**config.mk**
```make
export PLATFORM = sky130hd
export DESIGN_NAME = cpu_sequencer
export DESIGN_NICKNAME = d
export VERILOG_FILES = /design/src/rtl/cpu_pkg.sv /design/src/rtl/cpu_sequencer_decode.sv /design/src/rtl/cpu_sequencer.sv
export SDC_FILE = /design/constraint.sdc
export NUM_CORES = 1
export LEC_CHECK = 0
export CAP_MARGIN = 20
export CORE_MARGIN = 1
export CORE_UTILIZATION = 50
export DETAILED_ROUTE_END_ITERATION = 8
export HOLD_SLACK_MARGIN = 0.02
export PLACE_DENSITY = 0.83
export SLEW_MARGIN = 10
export SYNTH_ARGS = -nofsm -noshare
export SYNTH_HDL_FRONTEND = slang
export SYNTH_SLANG_ARGS = --single-unit
```
**constraint.sdc**
```tcl
create_clock -name clk -period 2.7 [get_ports clk]
set_input_delay 0.27 -clock clk [delete_from_list [all_inputs] [get_ports clk]]
set_output_delay 0.27 -clock clk [all_outputs]
set_load 0.03 [all_outputs]
```
**src/rtl/cpu_pkg.sv**
```systemverilog
// Shared types and default widths for the multi-cycle core sequencer.
// Instruction layout: op[11:9] src1[8:6] src2[5:3] dst[2:0].
package cpu_pkg;

    localparam int DEF_PC_W    = 3;
    localparam int DEF_DATA_W  = 5;
    localparam int DEF_REG_AW  = 3;
    localparam int DEF_INSTR_W = 12;
    localparam int DEF_CNT_W   = 8;
    localparam int OP_W        = 3;

    typedef enum logic [OP_W-1:0] {
        OP_ADD = 3'd0,
        OP_JMP = 3'd1,
        OP_AND = 3'd2,
        OP_XOR = 3'd3
    } opcode_e;

    typedef enum logic [2:0] {
        S_IDLE   = 3'd0,
        S_FETCH  = 3'd1,
        S_DECODE = 3'd2,
        S_EXEC   = 3'd3,
        S_WB     = 3'd4,
        S_HALT   = 3'd5,
        S_PAUSE  = 3'd6
    } seq_state_e;

endpackage

```
**src/rtl/cpu_sequencer_decode.sv**
```systemverilog
// Combinational instruction splitter: IR -> opcode, register fields and class flags.
// Opcodes 4..7 are flagged illegal.
module seq_decode
    import cpu_pkg::*;
#(
    parameter int INSTR_W = DEF_INSTR_W,
    parameter int REG_AW  = DEF_REG_AW
) (
    input  logic [INSTR_W-1:0] ir,
    output logic [OP_W-1:0]    op,
    output logic [REG_AW-1:0]  src1,
    output logic [REG_AW-1:0]  src2,
    output logic [REG_AW-1:0]  dst,
    output logic               is_alu,
    output logic               is_jmp,
    output logic               is_illegal
);

    assign op   = ir[INSTR_W-1 -: OP_W];
    assign src1 = ir[3*REG_AW-1 -: REG_AW];
    assign src2 = ir[2*REG_AW-1 -: REG_AW];
    assign dst  = ir[REG_AW-1:0];

    always_comb begin
        is_alu = 1'b0;
        is_jmp = 1'b0;
        case (op)
            OP_ADD, OP_AND, OP_XOR: is_alu = 1'b1;
            OP_JMP:                 is_jmp = 1'b1;
            default: ;
        endcase
    end

    assign is_illegal = !(is_alu || is_jmp);

endmodule

```
**src/rtl/cpu_sequencer.sv**
```systemverilog
// FETCH/DECODE/EXEC/WB controller: PC, IR, operand latches, trap and retired counter.
// SEQ_STEP_EN adds a `step` input and a PAUSE state after every write-back.
module cpu_sequencer
    import cpu_pkg::*;
#(
    parameter int PC_W    = DEF_PC_W,
    parameter int DATA_W  = DEF_DATA_W,
    parameter int REG_AW  = DEF_REG_AW,
    parameter int INSTR_W = DEF_INSTR_W,
    parameter int CNT_W   = DEF_CNT_W
) (
    input  logic               clk,
    input  logic               rst,
    input  logic               run,
    input  logic               halt_req,
    output logic [PC_W-1:0]    rom_addr,
    input  logic [INSTR_W-1:0] rom_data,
    output logic [REG_AW-1:0]  rf_rd_addr1,
    output logic [REG_AW-1:0]  rf_rd_addr2,
    input  logic [DATA_W-1:0]  rf_rd_data1,
    input  logic [DATA_W-1:0]  rf_rd_data2,
    output logic [OP_W-1:0]    alu_op,
    input  logic [DATA_W-1:0]  alu_result,
    output logic               rf_wr_en,
    output logic [REG_AW-1:0]  rf_wr_addr,
    output logic [DATA_W-1:0]  rf_wr_data,
    output logic               busy,
    output logic               halted,
    output logic               illegal,
    output logic [CNT_W-1:0]   retired
`ifdef SEQ_STEP_EN
    ,
    input  logic               step
`endif
);

    seq_state_e         state;
    seq_state_e         nxt;
    logic [PC_W-1:0]    pc;
    logic [INSTR_W-1:0] ir;
    logic [DATA_W-1:0]  a;
    logic [DATA_W-1:0]  b;
    logic [DATA_W-1:0]  r;
    logic               wr_en_q;

    logic [OP_W-1:0]    dec_op;
    logic [REG_AW-1:0]  dec_src1;
    logic [REG_AW-1:0]  dec_src2;
    logic [REG_AW-1:0]  dec_dst;
    logic               dec_alu;
    logic               dec_jmp;
    logic               dec_illegal;

    seq_decode #(
        .INSTR_W (INSTR_W),
        .REG_AW  (REG_AW)
    ) u_decode (
        .ir         (ir),
        .op         (dec_op),
        .src1       (dec_src1),
        .src2       (dec_src2),
        .dst        (dec_dst),
        .is_alu     (dec_alu),
        .is_jmp     (dec_jmp),
        .is_illegal (dec_illegal)
    );

    assign rom_addr   = pc;
    assign rf_wr_addr = dec_dst;
    assign rf_wr_data = r;
    // A write already staged for WB must not reach the register file in a reset cycle.
    assign rf_wr_en   = wr_en_q && !rst;

    always_comb begin
        nxt = state;
        case (state)
            S_IDLE:   if (run) nxt = halt_req ? S_HALT : S_FETCH;
            S_FETCH:  nxt = S_DECODE;
            S_DECODE: nxt = dec_illegal ? S_HALT : S_EXEC;
            S_EXEC:   nxt = S_WB;
            S_WB: begin
                if (halt_req)  nxt = S_HALT;
                else if (!run) nxt = S_IDLE;
`ifdef SEQ_STEP_EN
                else           nxt = S_PAUSE;
`else
                else           nxt = S_FETCH;
`endif
            end
            // An illegal-opcode halt is left only through reset.
            S_HALT:   if (!illegal && !halt_req && run) nxt = S_FETCH;
`ifdef SEQ_STEP_EN
            S_PAUSE: begin
                if (halt_req)  nxt = S_HALT;
                else if (step) nxt = S_FETCH;
            end
`endif
            default:  nxt = S_IDLE;
        endcase
    end

    always_ff @(posedge clk) begin
        if (rst) begin
            state       <= S_IDLE;
            pc          <= '0;
            ir          <= '0;
            a           <= '0;
            b           <= '0;
            r           <= '0;
            wr_en_q     <= 1'b0;
            rf_rd_addr1 <= '0;
            rf_rd_addr2 <= '0;
            alu_op      <= '0;
            busy        <= 1'b0;
            halted      <= 1'b0;
            illegal     <= 1'b0;
            retired     <= '0;
        end else begin
            state   <= nxt;
            busy    <= (nxt inside {S_FETCH, S_DECODE, S_EXEC, S_WB});
            halted  <= (nxt == S_HALT);
            wr_en_q <= 1'b0;
            case (state)
                S_FETCH: ir <= rom_data;
                S_DECODE: begin
                    rf_rd_addr1 <= dec_src1;
                    rf_rd_addr2 <= dec_src2;
                    alu_op      <= dec_op;
                    if (dec_illegal) illegal <= 1'b1;
                end
                S_EXEC: begin
                    a       <= rf_rd_data1;
                    b       <= rf_rd_data2;
                    r       <= alu_result;
                    wr_en_q <= dec_alu;
                end
                S_WB: begin
                    if (dec_jmp && (a == '0)) pc <= PC_W'(b);
                    else                      pc <= pc + PC_W'(1);
                    if (retired != '1) retired <= retired + CNT_W'(1);
                end
                default: ;
            endcase
        end
    end

endmodule

```
# Yosys cells after proc, flatten, opt, wreduce, memory -nomap -nowiden
# Index checks and enable logic that the tools add are counted.
[totals]
inputBits = 31
out_inout_bits = 32
reg_bits = 52
[op_classes]
n_addsub = 2
n_mux = 10
n_bitwise = 2
n_reduce_logical = 16
eq_ne = 14
[op_table]
columns = ["cell", "count"]
rows = [
  ["$eq 3x2->1 const B", 6],
  ["$mux 3", 6],
  ["$pmux 3 s6", 1],
  ["$eq 3x3->1 const B", 4],
  ["$eq 3x1->1 const B", 3],
  ["$add 8x1->8 const B", 1],
  ["$ne 8x8->1 const B", 1],
  ["$logic_not 3->1", 2],
  ["$logic_not 5->1", 1],
  ["$logic_and 1x1->1", 4],
  ["$reduce_and 2->1", 2],
  ["$reduce_bool 4->1", 1],
  ["$add 3x1->3 const B", 1],
  ["$logic_not 1->1", 3],
  ["$mux 1", 3],
  ["$reduce_or 3->1", 1],
  ["$not 1->1", 2],
  ["$reduce_or 2->1", 1],
  ["$logic_or 1x1->1", 1],
]

# Longest topological paths before layout
[depth]
word_depth = 8
mapped_depth = 8

# Hierarchy
# From an unflattened synthesis, not the netlist that was laid out.
[hier_totals]
hier_cells = 258
area_unflattened_um2 = 2224.6
[modules_own_cells]
columns = ["module", "instances", "area_per_inst_um2", "cells_per_inst"]
rows = [
  ["cpu_sequencer", 1, 2105.8, 242],
  ["seq_decode", 1, 118.9, 16],
]

# Worst setup path before layout
# No wires, ideal clock.
[synth_timing]
path_kind = "register -> register"
from = "reg a[1]"
to = "reg pc[2], in the netlist rom_addr[2]"
n_path_buf = 0
setup_time_ps = 128
arrival_time_ps = 1702
setup_slack_ps = 871
stages_incl_launch_ff = 6
required_ps = 2572
synth_period_minus_slack_ps = 1829
path_cell_list = "dfxtp_1 or4_4 nor4_4 mux2_1 a22oi_1 nor2_1"
[synth_between]
elab_chain_len = 3
[synth_rtl]
columns = ["element", "line", "source"]
rows = [
  ["from (decl)", "cpu_sequencer.sv:41", "logic [DATA_W-1:0] a;"],
  ["from (signal assigned)", "cpu_sequencer.sv:132", "a <= rf_rd_data1;"],
  ["$logic_not 5->1", "cpu_sequencer.sv:138", "if (dec_jmp && (a == '0)) pc <= PC_W'(b);"],
  ["$logic_and 1x1->1", "cpu_sequencer.sv:138", ""],
  ["$mux 3", "cpu_sequencer.sv:138", ""],
  ["to (signal assigned)", "cpu_sequencer.sv:138", ""],
  ["to (signal assigned)", "cpu_sequencer.sv:139", "else pc <= pc + PC_W'(1);"],
  ["to (decl)", "cpu_sequencer.sv:39", "logic [PC_W-1:0] pc;"],
]
# Every way passes these cells.
# A chain may end at the register's enable or synchronous reset.

# Final worst setup path
[layout_timing]
from = "reg state[2]"
to = "reg a[2]"
[layout_between]
elab_chain_len = 1
[layout_rtl]
columns = ["element", "line", "source"]
rows = [
  ["from (decl)", "cpu_sequencer.sv:37", "seq_state_e state;"],
  ["from (signal assigned)", "cpu_sequencer.sv:119", "state <= nxt;"],
  ["$eq 3x2->1", "cpu_sequencer.sv:123", "case (state)"],
]
# Every way passes these cells.

==> qor.csv <==
stage,metric,value,unit
clocking,cts_setup_buffers,0,
placed_design,gp_congestion,0.826,
global_routing,grt_antenna_before_repair,0,
final_layout,nets,341,
sta,setup-violations-final,0,
worst_setup_path,crit_family,simple AND/OR/NAND/NOR gates,
clocking,cts_inserted_buffers,5,
worst_setup_path,crit_required,2.93,ns
pwr,power.leakage,1.04,nW
sta,rsz0062_at_grt,no,
synth,ys.flop_type,dfxtp_1,
final_layout,drive_gt1_frac,0.0583,
synth,yosys.area_share.simple,0.280,
clocking,cts_tree,yes,
global_routing,grt_max_degree,65,
global_routing,grt-ovfl-total,0,
synth,synth_xor_area_frac,0.0159,
floorplan,rows,23,
synth,ys_seq_area_frac,0.473,
detailed_routing,ant_nets,0,
placed_design,dp.cells,351,
global_routing,grtUsageTotal,0.209,
detailed_routing,drt-pass1-iter-count,4,
run,max-cap-violations,0,
pwr,p_per_area,562,nW/µm²
floorplan,die-area,4670,µm²
worst_setup_path,cpPeakStageDelay,0.62,ns
synth,synth-compound-area-share,0.105,
synth,syn_area_per_cell,8.76,µm²
clocking,clkTransAtPathRegs,0.09,ns
sta,fin_setup_tns,0,ns
global_routing,grt_pass1_wl,7270,µm
sta,finalCriticalPeriod,2.22,ns
synth,ys_async_sr_fraction,0,
worst_setup_path,cp_max_fo,11,
final_layout,instances_no_fill,359,
placed_design,io_buffers,60,
final_layout,nFillCells,345,
clocking,cts.path.max_buffers,2,
pwr,ir_drop,381,µV
synth,synth_top_family_by_area,simple AND/OR/NAND/NOR gates,
floorplan,die_x,68.3,µm
worst_hold_path,hold_path_class,reg2reg,
synth,syn_nets,284,
synth,yosysMostFrequentCell,dfxtp_1,
clocking,clk_latency,0.31,ns
final_layout,num_antenna_cells,0,
pwr,finalPower,0.00165,W
worst_setup_path,cp_cell_sequence,"nand2b_1, or2_2, o21ai_1, nor2b_1, buf_4, mux2i_1",
detailed_routing,wirelength,4360,µm
global_routing,grt_pass1_vias,1670,
sta,fin_crit_sh,0.823,
synth,yosys-top-cells-area,"dfxtp_1 47%, nand2b_1 8.2%, nand2_1 7.8%, mux2i_1 6.8%, a21oi_1 5.9%",
sta,hold_viol_final,0,
synth,synth_commonest_cells,"52 x dfxtp_1, 46 x nand2_1, 29 x nand2b_1",
floorplan,design.core.area,4120,µm²
synth,netlist_instances,251,
placed_design,hpwl,3090,µm
worst_setup_path,path_buf_inv,1,
worst_setup_path,worstSetupStartpointType,flip-flop,
floorplan,fp.dieH,68.3,µm
worst_setup_path,critPathCaptureType,flip-flop,
clocking,cts_root_buf,clkbuf_8,
worst_setup_path,slowest_stage,nor2b_1,
detailed_routing,wl_per_cell,12.1,µm
clocking,cts_max_level,2,
synth,synth.area.mux_share,0.0785,
detailed_routing,vias,1839,
worst_setup_path,arrival,2.45,ns
sta,tightestPinTransition,0.765,ns
synth,synth.top_cell.area_share,0.473,
status,status,finished clean,
synth,synthAdderAreaFrac,0.0114,
sta,slew_headroom,0.489,
worst_setup_path,crit_type,reg2reg,
synth,yosys_warnings,0,
synth,synth_edf_count,0,
synth,ys_types,32,
synth,synth_top_area_cell,dfxtp_1,
clocking,postCtsHoldBufs,0,
detailed_routing,detail_route.iter0.violations,82,
sta,whs,0.452,ns
clocking,cts_resized,0,
sta,finalMaxSlewViolations,0,
clocking,cts_num_sinks,52,
synth,synth-seq-cells,52,
detailed_routing,viasPerCell,5.12,
detailed_routing,drc,0,
floorplan,ios,63,
sta,max_freq,0.450,GHz
synth,syn-cell-area,2200,µm²
final_layout,area_growth,33.0,%
sta,skew,0.0109,ns
floorplan,start_util,0.535,
-- cell families (layout without fill, tap and decap cells) --
group                      count (synthesis)  in the layout
AOI/OAI and AO/OA                         41             41
adders and majority gates                  2              2
muxes                                     17             17
DFF                                       52             52
and+or+nand+nor                          118            118
buffers and inverters                     17             75
xor gates and xnor gates                   4              4
-- placed cells by master (no fill, tap or decap), types with 2 or more instances in the layout --
cell             count
clkdlybuf4s50_1     59
dfxtp_1             52
nand2_1             46
nand2b_1            29
a21oi_1             26
nor2_1              16
mux2i_1             15
nor2b_1              6
a211oi_1             6
clkbuf_8             5
nor3_1               4
and3_1               4
xnor2_1              4
buf_4                4
o21ai_0              3
inv_1                3
or2_2                2
a31oi_1              2
and2_1               2
o21ai_1              2
nand3_1              2
and4b_1              2
ha_1                 2
-- cell type report --
class	instances	area [µm²]	share of cell area
multi-input cells	182	1080	0.369
flip-flops and latches	52	1040	0.356
repair buffers	64	626	0.214
clock buffers	6	72.6	0.0248
well taps	50	62.6	0.0214
clock inverters	2	35.0	0.0120
inverters	3	11.3	0.00385
-- worst paths after layout --
kind              slack, ns     start             end  cells past startpoint
setup / recovery       0.48  state[2]            a[2]                      6
hold / removal         0.45     ir[4]  rf_rd_addr2[1]                      2
setup reg to reg       0.48  state[2]            a[2]                      6
hold reg to reg        0.45     ir[4]  rf_rd_addr2[1]                      2
-- flip-flops by register name, indices dropped and copies added (netlist names) --
| name | count |
|---|---|
| rf_rd_addr1 | 3 |
| b | 3 |
| retired | 8 |
| a | 5 |
| rf_wr_data | 5 |
| wr_en_q | 1 |
| state | 3 |
| illegal | 1 |
| ir | 12 |
| halted | 1 |
| rf_rd_addr2 | 3 |
| rom_addr | 3 |
| alu_op | 3 |
| busy | 1 |
-- stage by stage --
step	utilization	setup slack, ns	cell area [µm²]
2_1_floorplan	-	0.871	2200
3_3_place_gp	0.685	0.300	2820
6_report	0.711	0.478	2930
5_1_grt	0.711	0.233	2930
4_1_cts	0.711	0.445	2930
3_5_place_dp	0.685	0.247	2820
-- layer usage --
metal  track usage  routed length (µm)  vias up  share of wire
met4        0.0703                  46        0          0.011
li1              -                   -      959              -
met1         0.264                1980      837           0.45
met3        0.0567                 162        5          0.037
met2         0.341                2170       38           0.50
met5             0                   0        -              0
-- worst min-delay path: stages (launching register included) --
cell	delay, ns
dfxtp_1	0.32
nand2_1	0.05
a21oi_1	0.05
-- power by group --
group	switching [W]	leakage, nW	internal, W
Clock	0.000247	0.0552	0.000275
Combinational	0.000146	0.566	0.000138
Sequential	0.0000301	0.422	0.000808
Total	0.000424	1.04	0.00122
Note: power is estimated with default switching activity, not from simulation.
